### src/rtl/enemy_pkg.sv
// Constants shared by the spawner, the enemy pool and the renderer.
// Also holds the popcount helper that derives the live enemy count from the slot mask.
package enemy_pkg;
  localparam int NUM_ENEMIES = 8;
  localparam int X_W         = 10;
  localparam int Y_W         = 9;
  localparam int SCREEN_W    = 640;
  localparam int SCREEN_H    = 480;
  localparam int IDX_W       = 3;
  localparam int CNT_W       = 4;

  function automatic logic [CNT_W-1:0] popcount(input logic [NUM_ENEMIES-1:0] mask);
    logic [CNT_W-1:0] n;
    n = '0;
    for (int i = 0; i < NUM_ENEMIES; i++) begin
      n = n + CNT_W'(mask[i]);
    end
    return n;
  endfunction
endpackage

### src/rtl/enemy_pool_if.sv
// Bundles the game-side controls and the slot-table outputs of the enemy pool.
// The master modport is the game/collision side; the slave modport is the pool itself.
interface enemy_pool_if;
  import enemy_pkg::*;

  logic                         enable;
  logic                         spawn;
  logic [3:0]                   random_number;
  logic                         kill_valid;
  logic [IDX_W-1:0]             kill_idx;
  logic [NUM_ENEMIES-1:0]       enemy_active;
  logic [NUM_ENEMIES*X_W-1:0]   enemy_x_flat;
  logic [NUM_ENEMIES*Y_W-1:0]   enemy_y_flat;
  logic [CNT_W-1:0]             enemy_count;
  logic                         escaped;

  modport master (
    output enable, spawn, random_number, kill_valid, kill_idx,
    input  enemy_active, enemy_x_flat, enemy_y_flat, enemy_count, escaped
  );

  modport slave (
    input  enable, spawn, random_number, kill_valid, kill_idx,
    output enemy_active, enemy_x_flat, enemy_y_flat, enemy_count, escaped
  );
endinterface

### src/rtl/free_slot_finder.sv
// Combinational priority picker: lowest-index clear bit of the active mask.
// found_o is low only when every slot is live.
module free_slot_finder
  import enemy_pkg::*;
(
  input  logic [NUM_ENEMIES-1:0] active_i,
  output logic [IDX_W-1:0]       idx_o,
  output logic                   found_o
);

  always_comb begin
    idx_o   = '0;
    found_o = 1'b0;
    // Scan downwards so the lowest free index is the last one written.
    for (int i = NUM_ENEMIES - 1; i >= 0; i--) begin
      if (!active_i[i]) begin
        idx_o   = IDX_W'(i);
        found_o = 1'b1;
      end
    end
  end

endmodule

### src/rtl/enemy_pool.sv
// Fixed table of enemy slots: allocates on spawn, moves live enemies on a slow tick,
// frees on kill or escape, and reports the live count with zero added latency.
module enemy_pool
  import enemy_pkg::*;
#(
  parameter int X_MIN    = 16,
  parameter int X_STEP   = 38,
  parameter int Y_LIMIT  = 480,
  parameter int SPEED    = 2,
  parameter int MOVE_DIV = 500000
) (
  input  logic         clk,
  input  logic         rst,
  enemy_pool_if.slave  bus
);

  localparam int                TICK_W   = $clog2(MOVE_DIV);
  localparam logic [TICK_W-1:0] TICK_MAX = TICK_W'(MOVE_DIV - 1);

  logic [NUM_ENEMIES-1:0] active_q, active_d;
  logic [X_W-1:0]         x_q [NUM_ENEMIES];
  logic [X_W-1:0]         x_d [NUM_ENEMIES];
  logic [Y_W-1:0]         y_q [NUM_ENEMIES];
  logic [Y_W-1:0]         y_d [NUM_ENEMIES];
  logic [X_W-1:0]         ny  [NUM_ENEMIES];
  logic [TICK_W-1:0]      tick_q, tick_d;
  logic                   escaped_q, escaped_d;

  logic [IDX_W-1:0]       free_idx;
  logic                   free_found;
  logic                   move_tick;
  logic                   alloc;
  logic [X_W-1:0]         spawn_x;

  free_slot_finder u_finder (
    .active_i (active_q),
    .idx_o    (free_idx),
    .found_o  (free_found)
  );

  assign move_tick = bus.enable && (tick_q == TICK_MAX);
  assign alloc     = bus.enable && bus.spawn && free_found;
  assign spawn_x   = X_W'(X_MIN) + X_W'(bus.random_number) * X_W'(X_STEP);

  // Next y is formed one bit wider than stored so the escape compare cannot wrap.
  always_comb begin
    for (int i = 0; i < NUM_ENEMIES; i++) begin
      ny[i] = X_W'(y_q[i]) + X_W'(SPEED);
    end
  end

  always_comb begin
    active_d  = active_q;
    x_d       = x_q;
    y_d       = y_q;
    escaped_d = 1'b0;
    tick_d    = tick_q;

    if (bus.enable) begin
      tick_d = (tick_q == TICK_MAX) ? '0 : tick_q + 1'b1;
    end

    for (int i = 0; i < NUM_ENEMIES; i++) begin
      if (active_q[i]) begin
        if (bus.kill_valid && (bus.kill_idx == IDX_W'(i))) begin
          active_d[i] = 1'b0;
        end else if (move_tick) begin
          if (ny[i] >= X_W'(Y_LIMIT)) begin
            active_d[i] = 1'b0;
            escaped_d   = 1'b1;
          end else begin
            y_d[i] = ny[i][Y_W-1:0];
          end
        end
      end
    end

    // The target is free in the registered mask, so no kill or move touches it this cycle.
    if (alloc) begin
      active_d[free_idx] = 1'b1;
      x_d[free_idx]      = spawn_x;
      y_d[free_idx]      = '0;
    end
  end

  always_ff @(posedge clk) begin
    if (rst) begin
      active_q  <= '0;
      tick_q    <= '0;
      escaped_q <= 1'b0;
      for (int i = 0; i < NUM_ENEMIES; i++) begin
        x_q[i] <= '0;
        y_q[i] <= '0;
      end
    end else begin
      active_q  <= active_d;
      tick_q    <= tick_d;
      escaped_q <= escaped_d;
      x_q       <= x_d;
      y_q       <= y_d;
    end
  end

  logic [NUM_ENEMIES*X_W-1:0] x_flat;
  logic [NUM_ENEMIES*Y_W-1:0] y_flat;

  always_comb begin
    x_flat = '0;
    y_flat = '0;
    for (int i = 0; i < NUM_ENEMIES; i++) begin
      x_flat[X_W*i +: X_W] = x_q[i];
      y_flat[Y_W*i +: Y_W] = y_q[i];
    end
  end

  assign bus.enemy_active = active_q;
  assign bus.enemy_x_flat = x_flat;
  assign bus.enemy_y_flat = y_flat;
  assign bus.enemy_count  = popcount(active_q);
  assign bus.escaped      = escaped_q;

endmodule

### src/flat_wrapper.sv
// flat-port wrapper written by rule: the top's interface ports become plain ports
module enemy_pool_flat import enemy_pkg::*;
#(
  parameter int X_MIN    = 16,
  parameter int X_STEP   = 38,
  parameter int Y_LIMIT  = 480,
  parameter int SPEED    = 2,
  parameter int MOVE_DIV = 500000
)
  (clk, rst, bus_enable, bus_spawn, bus_random_number, bus_kill_valid, bus_kill_idx, bus_enemy_active, bus_enemy_x_flat, bus_enemy_y_flat, bus_enemy_count, bus_escaped);
  enemy_pool_if bus_i ();
  input  logic clk;
  input  logic rst;
  input wire logic [$bits(bus_i.enable)-1:0] bus_enable;
  input wire logic [$bits(bus_i.spawn)-1:0] bus_spawn;
  input wire logic [$bits(bus_i.random_number)-1:0] bus_random_number;
  input wire logic [$bits(bus_i.kill_valid)-1:0] bus_kill_valid;
  input wire logic [$bits(bus_i.kill_idx)-1:0] bus_kill_idx;
  output wire logic [$bits(bus_i.enemy_active)-1:0] bus_enemy_active;
  output wire logic [$bits(bus_i.enemy_x_flat)-1:0] bus_enemy_x_flat;
  output wire logic [$bits(bus_i.enemy_y_flat)-1:0] bus_enemy_y_flat;
  output wire logic [$bits(bus_i.enemy_count)-1:0] bus_enemy_count;
  output wire logic [$bits(bus_i.escaped)-1:0] bus_escaped;
  assign bus_i.enable = bus_enable;
  assign bus_i.spawn = bus_spawn;
  assign bus_i.random_number = bus_random_number;
  assign bus_i.kill_valid = bus_kill_valid;
  assign bus_i.kill_idx = bus_kill_idx;
  assign bus_enemy_active = bus_i.enemy_active;
  assign bus_enemy_x_flat = bus_i.enemy_x_flat;
  assign bus_enemy_y_flat = bus_i.enemy_y_flat;
  assign bus_enemy_count = bus_i.enemy_count;
  assign bus_escaped = bus_i.escaped;
  enemy_pool #(.X_MIN(X_MIN), .X_STEP(X_STEP), .Y_LIMIT(Y_LIMIT), .SPEED(SPEED), .MOVE_DIV(MOVE_DIV)) u_core (.clk(clk), .rst(rst), .bus(bus_i));
endmodule
### config.mk
export PLATFORM = sky130hd
export DESIGN_NAME = enemy_pool_flat
export DESIGN_NICKNAME = d
export VERILOG_FILES = /design/src/rtl/enemy_pkg.sv /design/src/rtl/enemy_pool_if.sv /design/src/rtl/free_slot_finder.sv /design/src/rtl/enemy_pool.sv /design/src/flat_wrapper.sv
export SDC_FILE = /design/constraint.sdc
export NUM_CORES = 1
export LEC_CHECK = 0
export ABC_CLOCK_PERIOD_IN_PS = 3050
export CAP_MARGIN = 10
export CORE_ASPECT_RATIO = 1.2
export CORE_UTILIZATION = 63
export DETAILED_ROUTE_END_ITERATION = 8
export DONT_BUFFER_PORTS = 1
export GPL_ROUTABILITY_DRIVEN = 0
export PLACE_DENSITY = 0.79
export SYNTH_ARGS = -nofsm -noshare
export SYNTH_HDL_FRONTEND = slang
export SYNTH_SLANG_ARGS = --single-unit
### constraint.sdc
create_clock -name clk -period 3.05 [get_ports clk]
set_input_delay 0.305 -clock clk [delete_from_list [all_inputs] [get_ports clk]]
set_output_delay 0.305 -clock clk [all_outputs]
set_load 0.1 [all_outputs]
**Word-level counts from Yosys, hierarchy flattened**

Index checks and enable logic that the tools add are counted.

- Flip-flop bits (word level): 180
- Latch bits: 0
- RAM bits: 0
- ROM bits: 0
- Input port bits: 12
- Memories kept: 0

- $add $sub $neg: 17
- $mul: 1
- Divide/modulo/power cells: 0
- $lt $le $gt $ge: 12
- Eq/ne operators: 8
- Shift-type cells: 0
- Muxes and demuxes: 122
- Bitwise logic cells: 4
- Reductions and logical operators: 14

Operators by type and width:

| cell | number |
|---|---|
| 9-bit two-way mux | 33 |
| 9-bit by 2-bit adder with 10-bit output, second input constant | 8 |
| 80-bit bitwise mux | 1 |
| 10-bit by 9-bit greater-or-equal comparator with 1-bit output, second input constant | 8 |
| 1-bit two-way mux | 73 |
| 72-bit bitwise AND | 1 |
| 72-bit two-way mux | 1 |
| 72-bit inverter | 1 |
| 10-bit demux with 3-bit select | 1 |
| 9-bit demux with 3-bit select | 1 |
| 4-bit by 1-bit adder with 4-bit output | 6 |
| 3-bit two-way mux | 8 |
| 19-bit by 1-bit adder with 19-bit output, second input constant | 1 |
| 19-bit equality test, second input constant | 1 |
| 19-bit two-way mux | 1 |
| 1-bit logical AND | 13 |
| 3-bit equality test, second input constant | 4 |
| 5-bit by 10-bit adder with 10-bit output, first input constant | 1 |
| 10-bit two-way mux | 1 |
| 4-bit by 5-bit multiplier with 9-bit output, second input constant | 1 |
| 8-bit two-way mux | 1 |
| 8-bit OR | 1 |
| 3-bit by 2-bit equality test with 1-bit output, second input constant | 2 |
| 4-bit greater-or-equal comparator, second input constant | 1 |
| 8 further kinds | 8 |

**Depth between registers and ports, before layout**

- Depth after elaboration: 34
- Mapped depth: 12
- Gate-level depth less buffers: 11

**Hierarchy**

Synthesis repeated with hierarchy kept, for this count alone.

- Cells, all modules: 857
- Area total of the unflattened synthesis: 7628.6 um^2

Modules (own cells, without submodules):

| module | times used | cells each | area an instance (um^2) | seq. area each (um^2) |
|---|---|---|---|---|
| enemy_pool | 1 | 843 | 7551.0 | 3443.3 |
| free_slot_finder | 1 | 14 | 77.6 | 0.0 |

**Worst setup path after synthesis**

OpenSTA, ideal clock, no wires.

- Kind: register to output
- From: register u_core.active_q[1], in the netlist u_core.bus.enemy_active[1]
- To: output port bus_enemy_count[2]
- Arrival: 4511 ps
- Setup slack: -1766 ps
- Cell stages (with the launch flop): 10
- Cells stage by stage: dfxtp_1 -> ha_1 -> inv_1 -> fa_1 -> fa_1 -> inv_1 -> fa_1 -> inv_1 -> fa_1 -> xnor2_1

- Longest elaborated chain between the ends: 7

RTL lines:

| item | line | RTL |
|---|---|---|
| start, declared | enemy_pool.sv:20 | `logic [NUM_ENEMIES-1:0] active_q, active_d;` |
| start signal, assigned | enemy_pool.sv:96 | `active_q <= active_d;` |
| 1-bit by 1-bit adder with 2-bit output | enemy_pkg.sv:16 | `n = n + CNT_W'(mask[i]);` |
| 4-bit by 1-bit adder with 4-bit output (6 in a row) | enemy_pkg.sv:16 |  |
| end, declared | flat_wrapper.sv:22 | `output wire logic [$bits(bus_i.enemy_count)-1:0] bus_enemy_count;` |

No other way between the ends.

**Worst setup path in the final report**

- From: register u_core.active_q[1], in the netlist u_core.bus.enemy_active[1]
- To: output port bus_enemy_count[1]

The elaborated chain is that of the path after synthesis.

==> flow_summary.html <==
<table>
<tr><th>Metric</th><th>Value</th></tr>
<tr><th colspan="2">Synthesis</th></tr>
<tr><td>Fraction of synthesized area in multiplexers</td><td>0.01139</td></tr>
<tr><td>Dominant cell type by area after synthesis</td><td>dfxtp_1</td></tr>
<tr><td>Top cells by count, synth</td><td>dfxtp_1 (172), nor2_1 (110), nand2_1 (69), xor2_1 (51), a22o_1 (43)</td></tr>
<tr><td>Cell area after synthesis</td><td>approximately 8000 um^2</td></tr>
<tr><td>Compound-gate portion of the synthesized area</td><td>0.1411</td></tr>
<tr><td>Combinational family with the most area after synthesis</td><td>simple AND/OR/NAND/NOR gates</td></tr>
<tr><td>Synthesis-stage register bit count</td><td>172</td></tr>
<tr><td>Async SR Flop Fraction</td><td>0</td></tr>
<tr><td>EDFF count, synth</td><td>0</td></tr>
<tr><td>Adder-cell area share of the yosys netlist</td><td>0.04743</td></tr>
<tr><td>Proportion of synthesized chip area in sequential cells</td><td>0.4294</td></tr>
<tr><td>Area share of xor/xnor cells in the synthesized design</td><td>0.07536</td></tr>
<tr><td>Largest cells by area after synthesis</td><td>dfxtp_1 (43%), xor2_1 (5.6%), nor2_1 (5.1%), a22o_1 (4.7%), ha_1 (3.7%)</td></tr>
<tr><td>Synth cell types</td><td>76</td></tr>
<tr><td>Post-synth top area share</td><td>0.4294</td></tr>
<tr><td>Cell count after synthesis</td><td>roughly 900</td></tr>
<tr><td>Most instantiated library cell after synthesis</td><td>dfxtp_1</td></tr>
<tr><td>Syn Area/Cell</td><td>~9.1 um^2</td></tr>
<tr><td>Main synth FF type</td><td>dfxtp_1</td></tr>
<tr><td>Synthesis Warnings</td><td>0</td></tr>
<tr><td>Simple logic cell fraction of the synthesized area</td><td>0.2543</td></tr>
<tr><th colspan="2">Die</th></tr>
<tr><td>Die H</td><td>between 100 and 150 um</td></tr>
<tr><td>Core Area</td><td>approximately 12000 um^2</td></tr>
<tr><td>Number of standard-cell rows in the floorplan</td><td>44</td></tr>
<tr><td>Top-level port count</td><td>~180</td></tr>
<tr><td>Floorplan die width</td><td>105.0 um</td></tr>
<tr><td>Initial Utilization</td><td>0.6532</td></tr>
<tr><td>Die footprint</td><td>between 10000 and 15000 um^2</td></tr>
<tr><th colspan="2">CTS</th></tr>
<tr><td>Clock buffer count from CTS</td><td>17</td></tr>
<tr><td>Clock net sink count</td><td>~170</td></tr>
<tr><td>Clock insertion delay at the later pin of the skew report</td><td>430 ps</td></tr>
<tr><td>Clock tree from TritonCTS</td><td>done</td></tr>
<tr><td>Clock root buffer master</td><td>clkbuf_16</td></tr>
<tr><td>Clock-pin slew on the worst setup and hold paths</td><td>around 70 ps</td></tr>
<tr><td>Clk buf depth</td><td>2</td></tr>
<tr><td>H-tree depth reported by CTS</td><td>4</td></tr>
<tr><th colspan="2">Routing</th></tr>
<tr><td>Post-detailed-route count of antenna-violating nets</td><td>0</td></tr>
<tr><td>Post-route DRC</td><td>0</td></tr>
<tr><td>Number of optimization iterations in the first detailed-route pass</td><td>5</td></tr>
<tr><td>Routed wire length per instance</td><td>about 19 um</td></tr>
<tr><td>Average vias per placed instance</td><td>6.247</td></tr>
<tr><td>Number of design-rule violations left by the first detailed-router iteration</td><td>420</td></tr>
<tr><td>Final wirelength</td><td>around 22000 um</td></tr>
<tr><td>Count of vias placed by the detailed router</td><td>between 7000 and 8000</td></tr>
<tr><th colspan="2">Layout</th></tr>
<tr><td>Final net count</td><td>around 990</td></tr>
<tr><td>Area taken by flip-flops and latches</td><td>between 3000 and 4000 um^2</td></tr>
<tr><td>Final instance area</td><td>about 9400 um^2</td></tr>
<tr><td>Antenna Diode Count</td><td>0</td></tr>
<tr><td># fillers</td><td>845</td></tr>
<tr><td>Area occupied by multi-input gates</td><td>roughly 4300 um^2</td></tr>
<tr><td>Fraction of layout instances using a drive strength above 1</td><td>0.1720</td></tr>
<tr><td>P&amp;R area growth vs syn</td><td>16.99%</td></tr>
<tr><th colspan="2">Setup path</th></tr>
<tr><td>Largest fanout on the critical path</td><td>2</td></tr>
<tr><td>Buffers and inverters on the worst path</td><td>5</td></tr>
<tr><td>Cell type group with the largest total delay on the critical path</td><td>adder cells</td></tr>
<tr><td>Slowest Stage Delay on Critical Path</td><td>~500 ps</td></tr>
<tr><td>Cell Chain, Critical Path</td><td>ha_4 &gt; inv_2 &gt; fa_1 &gt; fa_1 &gt; inv_1 &gt; fa_2 &gt; inv_2 &gt; fa_2 &gt; clkinvlp_4 &gt; buf_12</td></tr>
<tr><td>Kind of start point of the critical path</td><td>flop</td></tr>
<tr><td>Nature of the critical path endpoint</td><td>output port</td></tr>
<tr><td>Signal arrival time at the worst endpoint</td><td>3230 ps</td></tr>
<tr><td>Crit path kind</td><td>reg2out</td></tr>
<tr><td>Data required time of the critical path</td><td>between 2000 and 3000 ps</td></tr>
<tr><td>Cell type of the slowest stage on the worst timing path</td><td>fa_1</td></tr>
<tr><th colspan="2">Power</th></tr>
<tr><td>Leak Pwr</td><td>3.754 nW</td></tr>
<tr><td>PD cells</td><td>approximately 520 nW/um^2</td></tr>
<tr><td>Internal portion of total power</td><td>3.515 mW</td></tr>
<tr><td>Maximum vdd drop</td><td>around 0.35 mV</td></tr>
<tr><td>Clock power frac</td><td>0.441</td></tr>
<tr><td>Fraction of power spent switching nets</td><td>0.2789</td></tr>
<tr><td>Reg power frac</td><td>0.486</td></tr>
<tr><td>Combinational share of power</td><td>0.074</td></tr>
<tr><td>NetSw</td><td>around 1.4 mW</td></tr>
<tr><th colspan="2">GRT</th></tr>
<tr><td>Largest net degree at the start of global routing</td><td>34</td></tr>
<tr><td>GRT Total Usage</td><td>0.3278</td></tr>
<tr><td>Vias in the first global route</td><td>between 6000 and 7000</td></tr>
<tr><td>Antenna violations before repair</td><td>0</td></tr>
<tr><td>First-pass GRT wire length</td><td>about 35000 um</td></tr>
<tr><td>GRT Residual Overflow</td><td>0</td></tr>
<tr><th colspan="2">Timing</th></tr>
<tr><td>Setup Viol. Count Final</td><td>4</td></tr>
<tr><td>Worst slew pin tran</td><td>1054 ps</td></tr>
<tr><td>Final count of hold timing violations</td><td>0</td></tr>
<tr><td>Max-Slew Margin vs Limit</td><td>0.2961</td></tr>
<tr><td>Fmax achieved</td><td>0.2828 GHz</td></tr>
<tr><td>Clock period minus final worst setup slack</td><td>3536 ps</td></tr>
<tr><td>Final sum of negative setup slack</td><td>-1151 ps</td></tr>
<tr><td>RSZ-0062 raised after global routing</td><td>yes</td></tr>
<tr><td>Portion of the clock cycle consumed by the worst path in the final layout</td><td>1.159</td></tr>
<tr><td>Layout Skew</td><td>9.203 ps</td></tr>
<tr><td>Slew Limit Fails</td><td>0</td></tr>
<tr><td>Minimum setup slack in the final design</td><td>-486.0 ps</td></tr>
<tr><td>Hold Worst Slack</td><td>3.921 ps</td></tr>
<tr><th colspan="2">Placement</th></tr>
<tr><td>Placed wire-length estimate after detailed placement</td><td>about 15000 um</td></tr>
<tr><td>Total placed instance area</td><td>roughly 8800 um^2</td></tr>
<tr><td>Pre-CTS setup slack</td><td>~3.6 ps</td></tr>
<tr><td>PortBufs</td><td>0</td></tr>
<tr><th colspan="2">Hold path</th></tr>
<tr><td>Path type of the worst min-delay path</td><td>in2reg</td></tr>
<tr><th colspan="2">Job</th></tr>
<tr><td>Count of maximum capacitance violations</td><td>0</td></tr>
<tr><th colspan="2">Run status</th></tr>
<tr><td>Violated checks</td><td>negative setup slack</td></tr>
<tr><td>Status</td><td>finished, violations left</td></tr>
</table>
-- cells in the final DEF, fill, tap and decap left out, types with 3 or more instances in the layout --
master	n
o211ai_1	5
a21o_1	7
dfxtp_1	168
o21ai_0	21
ha_1	23
inv_1	25
nor2_1	110
nor3_1	16
or3_1	12
or4_1	5
dfxtp_4	4
nor3_2	8
or2_2	4
a22o_1	43
buf_12	5
inv_6	5
nand3_1	39
nand4b_1	3
nand2_1	69
a211oi_1	6
nand4_1	33
nand2b_1	12
nor2b_1	4
and2_1	17
clkbuf_16	17
conb_1	8
mux2i_1	8
o31ai_1	4
and4_1	7
a21oi_1	33
buf_4	78
xnor2_1	17
xor2_1	51
and3_1	18
a21oi_2	3
inv_8	4
-- metrics by stage --
| step | power [mW] | utilization | instances |
|---|---|---|---|
| floorplan | 2.696 | - | 889 |
| global route | 4.987 | 0.7642 | 1126 |
| global placement | 2.741 | 0.7130 | 1091 |
| finish | 4.875 | 0.7642 | 1126 |
| detailed placement | 2.758 | 0.7130 | 1091 |
| CTS | 4.863 | 0.7642 | 1126 |
-- metal layers --
metal / global-route usage / wire length (um) / vias to the layer above
met2: 0.5793 / 11090 / 317
met3: 0.08029 / 1766 / 56
met4: 0.1400 / 612 / 0
met1: 0.3752 / 8125 / 3397
li1: - / - / 3264
met5: 0 / 0 / -
-- worst register-to-register path, stage by stage, from the launching register on --
cell     delay [ps]
dfxtp_4         370
buf_4           350
nand2_1         190
nor3_1          320
nand2_1         160
a21oi_1         420
a21oi_1         400
a22o_1          340
-- flip-flops by register name, summed over array words and instances (netlist names) --
signal                   flops
u_core.bus.enemy_x_flat     72
u_core.bus.enemy_y_flat     72
u_core.tick_q               19
u_core.bus.enemy_active      8
u_core.bus.escaped           1
-- logic make-up after synthesis --
logic type	after synthesis
XOR/XNOR	69
multiplexers	9
AO/OA/AOI/OAI	153
buffers and inverters	68
AND/OR/NAND/NOR	382
adder cells (fa/ha/maj)	28
other	1
flip-flops	172
-- final cells by class --
cell class	instances	share of cell area
well taps	161	0.02147
clock buffers	18	0.04575
inverters	28	0.01160
flip-flops and latches	172	0.3686
multi-input cells	649	0.4624
clock inverters	14	0.01600
repair buffers	84	0.07415
-- power by group through the flow --
stage / registers, mW / logic (mW) / clock network, mW
after floorplan: 2.42 / 0.272 / 0
after global placement: 2.42 / 0.324 / 0
after detailed placement: 2.42 / 0.339 / 0
after CTS: 2.37 / 0.353 / 2.14
after global routing: 2.37 / 0.380 / 2.24
final: 2.37 / 0.359 / 2.15
-- final timing paths --
path / end / startpoint / slack [ps] / cells past startpoint
max reg2reg: u_core.bus.enemy_x_flat[52] / u_core.bus.enemy_active[0] / 400 / 7
min reg2reg: u_core.bus.enemy_y_flat[8] / u_core.bus.enemy_y_flat[8] / 540 / 2
max: bus_enemy_count[1] / u_core.bus.enemy_active[1] / -490 / 10
min: u_core.bus.enemy_x_flat[51] / bus_random_number[0] / 4 / 1
-- timing repair --
action / 4_1_cts / 5_1_grt
resized for setup: 2 / 0
pin swaps: 1 / 0
endpoints found under the setup margin: 4 / 4
hold buffers: 2 / 0
hold endpoints to repair: 34 / 0
cloned: 0 / 0
buffers inserted: 1 / 0
(Power assumes the default switching activity.)
